`config.mk`:
```
export PLATFORM = sky130hd
export DESIGN_NAME = rx_initiated_point_test_ctrl
export DESIGN_NICKNAME = d
export VERILOG_FILES = /design/src/rtl/rx_point_test_pkg.sv /design/src/rtl/sb_send_holder.sv /design/src/rtl/rx_initiated_point_test_ctrl.sv
export SDC_FILE = /design/constraint.sdc
export NUM_CORES = 1
export LEC_CHECK = 0
export CORE_ASPECT_RATIO = 0.75
export CORE_MARGIN = 2
export CORE_UTILIZATION = 25
export CTS_CLUSTER_SIZE = 24
export DETAILED_ROUTE_END_ITERATION = 10
export GPL_TIMING_DRIVEN = 0
export PLACE_DENSITY_LB_ADDON = 0.1
export SLEW_MARGIN = 10
export SYNTH_ARGS = -nofsm -noshare
export SYNTH_HDL_FRONTEND = slang
export SYNTH_HIERARCHICAL = 1
export SYNTH_SLANG_ARGS = --single-unit
```
`constraint.sdc`:
```
create_clock -name clk -period 2.7 [get_ports clk]
set_input_delay 0.54 -clock clk [delete_from_list [all_inputs] [get_ports clk]]
set_output_delay 0.54 -clock clk [all_outputs]
set_load 0.01 [all_outputs]
```
`src/rtl/rx_point_test_pkg.sv`:
```
// rtl/rx_point_test_pkg.sv - shared codes, states and comparator controls for the RX-initiated point test
package rx_point_test_pkg;

  localparam logic [3:0] MSG_NONE          = 4'd0;
  localparam logic [3:0] MSG_START_REQ     = 4'd1;
  localparam logic [3:0] MSG_START_RESP    = 4'd2;
  localparam logic [3:0] MSG_LFSR_CLR_REQ  = 4'd3;
  localparam logic [3:0] MSG_LFSR_CLR_RESP = 4'd4;
  localparam logic [3:0] MSG_RESULT_REQ    = 4'd5;
  localparam logic [3:0] MSG_RESULT_RESP   = 4'd6;
  localparam logic [3:0] MSG_END_REQ       = 4'd7;
  localparam logic [3:0] MSG_END_RESP      = 4'd8;

  localparam logic [1:0] CW_OFF     = 2'b00;
  localparam logic [1:0] CW_LFSR    = 2'b01;
  localparam logic [1:0] CW_PERLANE = 2'b10;

  typedef enum logic [3:0] {
    ST_IDLE,
    ST_SEND_START,
    ST_WAIT_START,
    ST_SEND_CLR,
    ST_WAIT_CLR,
    ST_COMPARE,
    ST_SEND_RESULT,
    ST_SEND_END,
    ST_WAIT_END,
    ST_DONE
  } state_t;

  // Code that a SEND state puts on the sideband; NONE everywhere else.
  function automatic logic [3:0] send_code(input state_t s);
    case (s)
      ST_SEND_START:  return MSG_START_REQ;
      ST_SEND_CLR:    return MSG_LFSR_CLR_REQ;
      ST_SEND_RESULT: return MSG_RESULT_RESP;
      ST_SEND_END:    return MSG_END_REQ;
      default:        return MSG_NONE;
    endcase
  endfunction

endpackage

```
`src/rtl/sb_send_holder.sv`:
```
// rtl/sb_send_holder.sv - holds an outgoing sideband message until the sideband accepts it
module sb_send_holder #(
  parameter int CODE_W = 4,
  parameter int DATA_W = 16
) (
  input  logic              clk,
  input  logic              rst,
  input  logic              i_clear,
  input  logic              i_req,
  input  logic [CODE_W-1:0] i_code,
  input  logic              i_data_valid,
  input  logic [DATA_W-1:0] i_data,
  input  logic              i_msg_info,
  input  logic              i_falling_edge_busy,
  output logic [CODE_W-1:0] o_sideband_message,
  output logic              o_valid,
  output logic              o_data_valid,
  output logic [DATA_W-1:0] o_sideband_data,
  output logic              o_msg_info
);

  // A request loads only while nothing is outstanding, so after an acceptance
  // the line stays low for at least one cycle before the next message.
  always_ff @(posedge clk or posedge rst) begin
    if (rst) begin
      o_sideband_message <= '0;
      o_valid            <= 1'b0;
      o_data_valid       <= 1'b0;
      o_sideband_data    <= '0;
      o_msg_info         <= 1'b0;
    end else if (i_clear || (o_valid && i_falling_edge_busy)) begin
      o_sideband_message <= '0;
      o_valid            <= 1'b0;
      o_data_valid       <= 1'b0;
      o_sideband_data    <= '0;
      o_msg_info         <= 1'b0;
    end else if (i_req && !o_valid) begin
      o_sideband_message <= i_code;
      o_valid            <= 1'b1;
      o_data_valid       <= i_data_valid;
      o_sideband_data    <= i_data;
      o_msg_info         <= i_msg_info;
    end
  end

endmodule

```
`src/rtl/rx_initiated_point_test_ctrl.sv`:
```
// rtl/rx_initiated_point_test_ctrl.sv - RX-initiated D2C point test sequencer with timeout and result latch
module rx_initiated_point_test_ctrl
  import rx_point_test_pkg::*;
#(
  parameter int TIMEOUT_CYCLES = 800000,
  parameter int CNT_W          = 20
) (
  input  logic        clk,
  input  logic        rst,
  input  logic        i_en,
  input  logic        i_mainband_or_valtrain_test,
  input  logic        i_lfsr_or_perlane,
  input  logic [3:0]  i_sideband_message,
  input  logic        i_sideband_message_valid,
  input  logic        i_falling_edge_busy,
  input  logic [15:0] i_comparison_results,
  input  logic        i_valid_result,
  output logic [3:0]  o_sideband_message,
  output logic        o_valid,
  output logic        o_data_valid,
  output logic [15:0] o_sideband_data,
  output logic        o_msg_info,
  output logic [1:0]  o_mainband_pattern_compartor_cw,
  output logic        o_comparison_valid_en,
  output logic [15:0] o_mainband_lanes_result,
  output logic        o_valid_result,
  output logic        o_test_ack,
  output logic        o_timeout
);

  state_t            state_q, state_d;
  logic [CNT_W-1:0]  cnt_q;
  logic              msg_ok, accepted, timeout_hit, in_send, send_result, result_req;
  logic [1:0]        cw_d;
  logic              valid_en_d, ack_d, timeout_d, vres_d;
  logic [15:0]       lanes_d;
  logic [3:0]        holder_code;

  // A strobe coinciding with an acceptance pulse is dropped.
  assign msg_ok      = i_sideband_message_valid && !i_falling_edge_busy;
  assign accepted    = o_valid && i_falling_edge_busy;
  assign timeout_hit = (state_q != ST_IDLE) && (state_q != ST_DONE) &&
                       (cnt_q == CNT_W'(TIMEOUT_CYCLES - 1));
  assign in_send     = (state_q == ST_SEND_START) || (state_q == ST_SEND_CLR) ||
                       (state_q == ST_SEND_RESULT) || (state_q == ST_SEND_END);
  assign send_result = (state_q == ST_SEND_RESULT);
  assign result_req  = i_en && !timeout_hit && (state_q == ST_COMPARE) &&
                       msg_ok && (i_sideband_message == MSG_RESULT_REQ);
  assign holder_code = send_code(state_q);

  always_ff @(posedge clk or posedge rst) begin
    if (rst) state_q <= ST_IDLE;
    else     state_q <= state_d;
  end

  always_comb begin
    state_d = state_q;
    if (!i_en) begin
      state_d = ST_IDLE;
    end else if (timeout_hit) begin
      state_d = ST_DONE;
    end else begin
      case (state_q)
        ST_IDLE:        state_d = ST_SEND_START;
        ST_SEND_START:  if (accepted) state_d = ST_WAIT_START;
        ST_WAIT_START:  if (msg_ok && i_sideband_message == MSG_START_RESP) state_d = ST_SEND_CLR;
        ST_SEND_CLR:    if (accepted) state_d = ST_WAIT_CLR;
        ST_WAIT_CLR:    if (msg_ok && i_sideband_message == MSG_LFSR_CLR_RESP) state_d = ST_COMPARE;
        ST_COMPARE:     if (result_req) state_d = ST_SEND_RESULT;
        ST_SEND_RESULT: if (accepted) state_d = ST_SEND_END;
        ST_SEND_END:    if (accepted) state_d = ST_WAIT_END;
        ST_WAIT_END:    if (msg_ok && i_sideband_message == MSG_END_RESP) state_d = ST_DONE;
        ST_DONE:        state_d = ST_DONE;
        default:        state_d = ST_IDLE;
      endcase
    end
  end

  always_comb begin
    cw_d       = CW_OFF;
    valid_en_d = 1'b0;
    if (i_en && state_q == ST_COMPARE) begin
      if (!i_mainband_or_valtrain_test) cw_d = i_lfsr_or_perlane ? CW_PERLANE : CW_LFSR;
      else                              valid_en_d = 1'b1;
    end
    ack_d     = i_en && (state_d == ST_DONE);
    timeout_d = i_en && (timeout_hit || (state_q == ST_DONE && o_timeout));
    lanes_d   = o_mainband_lanes_result;
    vres_d    = o_valid_result;
    if (!i_en) begin
      lanes_d = '0;
      vres_d  = 1'b0;
    end else if (result_req) begin
      lanes_d = i_mainband_or_valtrain_test ? 16'h0000 : i_comparison_results;
      vres_d  = i_valid_result;
    end
  end

  always_ff @(posedge clk or posedge rst) begin
    if (rst) begin
      o_mainband_pattern_compartor_cw <= CW_OFF;
      o_comparison_valid_en           <= 1'b0;
      o_test_ack                      <= 1'b0;
      o_timeout                       <= 1'b0;
      o_mainband_lanes_result         <= '0;
      o_valid_result                  <= 1'b0;
    end else begin
      o_mainband_pattern_compartor_cw <= cw_d;
      o_comparison_valid_en           <= valid_en_d;
      o_test_ack                      <= ack_d;
      o_timeout                       <= timeout_d;
      o_mainband_lanes_result         <= lanes_d;
      o_valid_result                  <= vres_d;
    end
  end

  // Free-running in every active state; DONE freezes it, IDLE clears it.
  always_ff @(posedge clk or posedge rst) begin
    if (rst)                       cnt_q <= '0;
    else if (state_q == ST_IDLE)   cnt_q <= '0;
    else if (state_q != ST_DONE)   cnt_q <= cnt_q + CNT_W'(1);
  end

  sb_send_holder #(.CODE_W(4), .DATA_W(16)) u_send (
    .clk                 (clk),
    .rst                 (rst),
    .i_clear             (!i_en || timeout_hit || (state_q == ST_DONE)),
    .i_req               (in_send),
    .i_code              (holder_code),
    .i_data_valid        (send_result),
    .i_data              (send_result ? o_mainband_lanes_result : 16'h0000),
    .i_msg_info          (send_result && o_valid_result),
    .i_falling_edge_busy (i_falling_edge_busy),
    .o_sideband_message  (o_sideband_message),
    .o_valid             (o_valid),
    .o_data_valid        (o_data_valid),
    .o_sideband_data     (o_sideband_data),
    .o_msg_info          (o_msg_info)
  );

endmodule
```
==> impl_metrics.sql <==
INSERT INTO impl_metrics (metric_group, metric, value, unit) VALUES
('outcome', 'status', 'completed', ''),
('worst_setup_path', 'crit_chain', 'ha_1 > and4_1 > nand4_1 > or3_1 > clkbuf_1 > nand3_1 > clkbuf_4 > a211oi_1', ''),
('route', 'detail_route.iter0.violations', '191', ''),
('route', 'drc', '0', ''),
('sta', 'timing.final.setup_violations', '0', ''),
('cts', 'cts_buffer_depth', '2', ''),
('synthesis', 'yosys.cell_count.top_type', 'dfrtp_1', ''),
('worst_setup_path', 'required_time_of_the_critical_path', '2910', 'ps'),
('synthesis', 'synth_top_area_share', '45.44', '%'),
('route', 'num_vias', '3203', ''),
('place', 'gp_congestion', '0.7878', ''),
('place', 'dp_slack', '-223.1', 'ps'),
('worst_setup_path', 'critical_path.endpoint_type', 'register', ''),
('synthesis', 'synth_top_cell_by_area', 'dfrtp_1', ''),
('route', 'routed_wl', '11.16', 'mm'),
('sta', 'fmax', '0.4073', 'GHz'),
('layout', 'num-fill-cells', '1527', ''),
('cts', 'worstSkewPairLatency', '340', 'ps'),
('layout', 'area_growth_syn_to_layout', '34.51', '%'),
('synthesis', 'postSynthCellCount', '379', ''),
('synthesis', 'synth_seq_area_share', '45.44', '%'),
('sta', 'fin_crit_sh', '90.94', '%'),
('synthesis', 'netlist_top_cells_area', 'dfrtp_1, a211oi_2, a22o_1, nand2_1, nor2b_1', ''),
('pwr', 'power.total', '2.698', 'mW'),
('cts', 'tritoncts.num_buffers', '9', ''),
('run', 'drv.max_cap_violation_count', '0', ''),
('worst_setup_path', 'worstSetupStartpointType', 'register', ''),
('sta', 'timing_hold_violations_final', '0', ''),
('synthesis', 'avgSynthCellArea', '10.03', 'um^2'),
('synthesis', 'synth_ff_type', 'dfrtp_1', ''),
('synthesis', 'synth.yosys.warnings', '6', ''),
('sta', 'finClkSkew', '8.319', 'ps'),
('worst_setup_path', 'critPathTopFamily', 'simple AND/OR/NAND/NOR gates', ''),
('layout', 'utilization', '34.90', '%'),
('route', 'route.detailed.vias_per_inst', '4.795', ''),
('cts', 'clk_pin_slew', '60', 'ps'),
('sta', 'max_transition_viols_final', '0', ''),
('pwr', 'cell_leakage_power', '2.012', 'nW'),
('floorplanning', 'cell_row_count', '38', ''),
('global_route', 'grt_first_pass_wirelength', '18.62', 'mm'),
('global_route', 'grt_max_degree', '26', ''),
('worst_hold_path', 'worst_hold_path_type', 'register to register', ''),
('global_route', 'initial_antenna_violation_count', '0', ''),
('pwr', 'power-per-cell-area', '527.9', 'mW/mm^2'),
('global_route', 'grt_remaining_overflow', '0', ''),
('sta', 'final_period_minus_worst_setup_slack', '2455', 'ps'),
('sta', 'rsz0062_at_grt', 'no', ''),
('worst_setup_path', 'crit_arrival', '2670', 'ps'),
('place', 'dpl.cell_count', '651', ''),
('synthesis', 'syn-num-nets', '408', ''),
('global_route', 'global_router_s_overall_resource_usage', '14.70', '%'),
('floorplanning', 'die_h', '110.8', 'um'),
('pwr', 'vdd.ir_drop.worst', '0.2490', 'mV'),
('synthesis', 'synth_async_sr_flop_share', '100.0', '%'),
('floorplanning', 'initial_utilization', '25.95', '%'),
('place', 'dp_hpwl', '7.960', 'mm'),
('floorplanning', 'die_area', '0.01621', 'mm^2'),
('floorplanning', 'pin_count', '73', ''),
('cts', 'ctsRootBufferMaster', 'clkbuf_16', ''),
('synthesis', 'number_of_synthesized_flops_with_an_enable_pin', '0', ''),
('route', 'wl_per_cell', '16.71', 'um'),
('global_route', 'vias_in_the_first_global_route', '3123', ''),
('sta', 'hold_slack', '523.2', 'ps'),
('layout', 'nets', '492', ''),
('worst_setup_path', 'worstSetupPathType', 'register to register', ''),
('layout', 'area.sequential', '0.001727', 'mm^2'),
('layout', 'drive_gt1_share', '13.25', '%'),
('synthesis', 'seq_cells_post_synth', '69', ''),
('worst_setup_path', 'crit_path_buf_inv_count', '2', ''),
('synthesis', 'distinct_cell_type_count_of_the_synthesized_netlist', '56', ''),
('layout', 'stdcell_count', '668', '');
-- placed cells by master, fill, tap and decap left out, drive strengths merged, types with 2 or more instances in the layout --
master,n
buf,17
nand3b,2
clkbuf,26
mux2i,2
nor2,27
and2,19
o31ai,3
a21o,3
clkdlybuf4s50,71
dfrtp,69
a21oi,6
nor4b,3
nor2b,22
a21boi,2
a211oi,38
nor3b,3
nor4bb,5
nand4b,2
or3,3
xor2,5
a22o,20
a31oi,2
nand4,9
o21ai,13
inv,7
nand2,38
and4,2
a22oi,4
nor3,10
xnor2,4
nand3,7
nor4,7
-- worst register-to-register path: cells and delay by family (launching register included) --
kind / cells / cell delay [ps]
AND/OR/NAND/NOR: 4 / 1150
buffers and inverters: 2 / 470
adder cells (fa/ha/maj): 1 / 230
AO/OA/AOI/OAI: 1 / 80
flip-flops: 1 / 410
-- final timing paths --
check                                from                         end  slack [ps]  cells past startpoint
worst max-delay path             cnt_q[0]  u_send/o_sideband_data[11]         240                      8
worst min-delay path            cnt_q[11]                   cnt_q[11]         520                      1
worst max register to register   cnt_q[0]  u_send/o_sideband_data[11]         240                      8
worst min register to register  cnt_q[11]                   cnt_q[11]         520                      1
max in group asynchronous             rst   u_send/o_sideband_data[4]        1290                      2
min in group asynchronous             rst  o_mainband_lanes_result[6]         580                      2
-- metrics by stage --
| step | area (um^2) | TNS [ps] |
|---|---|---|
| 2_1_floorplan | 3800 | 0 |
| 4_1_cts | 5096 | 0 |
| 3_3_place_gp | 4761 | -11310 |
| 5_1_grt | 5111 | 0 |
| 3_5_place_dp | 4781 | -4998 |
| 6_report | 5111 | 0 |
-- metal layers --
metal / vias up / part of all wire [%] / global-route usage, %
met5: - / 0 / 0
li1: 1551 / - / -
met4: 0 / 1.3 / 4.854
met3: 7 / 5.6 / 3.868
met1: 1560 / 53 / 22.82
met2: 85 / 40 / 19.25
-- layout make-up --
cell class	count	share of cell area, %
Timing Repair Buffer	73	14.44
Sequential cell	69	33.78
Clock inverter	3	0.8323
Clock buffer	13	5.288
Inverter	7	0.5141
Buffer	28	3.574
Tap cell	200	4.896
Multi-Input combinational cell	275	36.67
-- where the power goes --
part	switching (mW)	total, mW	internal (mW)	leakage, nW
clock	0.459	1.25	0.790	0.152
combinational	0.192	0.356	0.164	0.910
sequential	0.0283	1.09	1.06	0.950
total	0.680	2.70	2.02	2.01
-- registers in the layout (all words and copies together) (netlist names), 2 cells and up --
signal,count
u_send/o_sideband_message,4
o_mainband_pattern_compartor_cw,2
o_mainband_lanes_result,16
state_q,4
cnt_q,20
u_send/o_sideband_data,16
-- cells by family after synthesis --
family	Yosys count	share of synthesized area, %
AND/OR/NAND/NOR	168	25.62
XOR/XNOR	9	2.074
other	1	0.09869
multiplexers	2	0.5269
buffers and inverters	35	5.301
flip-flops	69	45.44
adder cells (fa/ha/maj)	1	0.3292
AO/OA/AOI/OAI	94	20.61
-- repair_timing --
| item | in CTS | in global routing |
|---|---|---|
| endpoints found under the setup margin | 20 | 30 |
| hold buffers | 0 | 0 |
| setup buffers | 0 | 1 |
| resized for setup | 2 | 4 |
| pin swaps | 0 | 2 |
(Power assumes the default switching activity.)
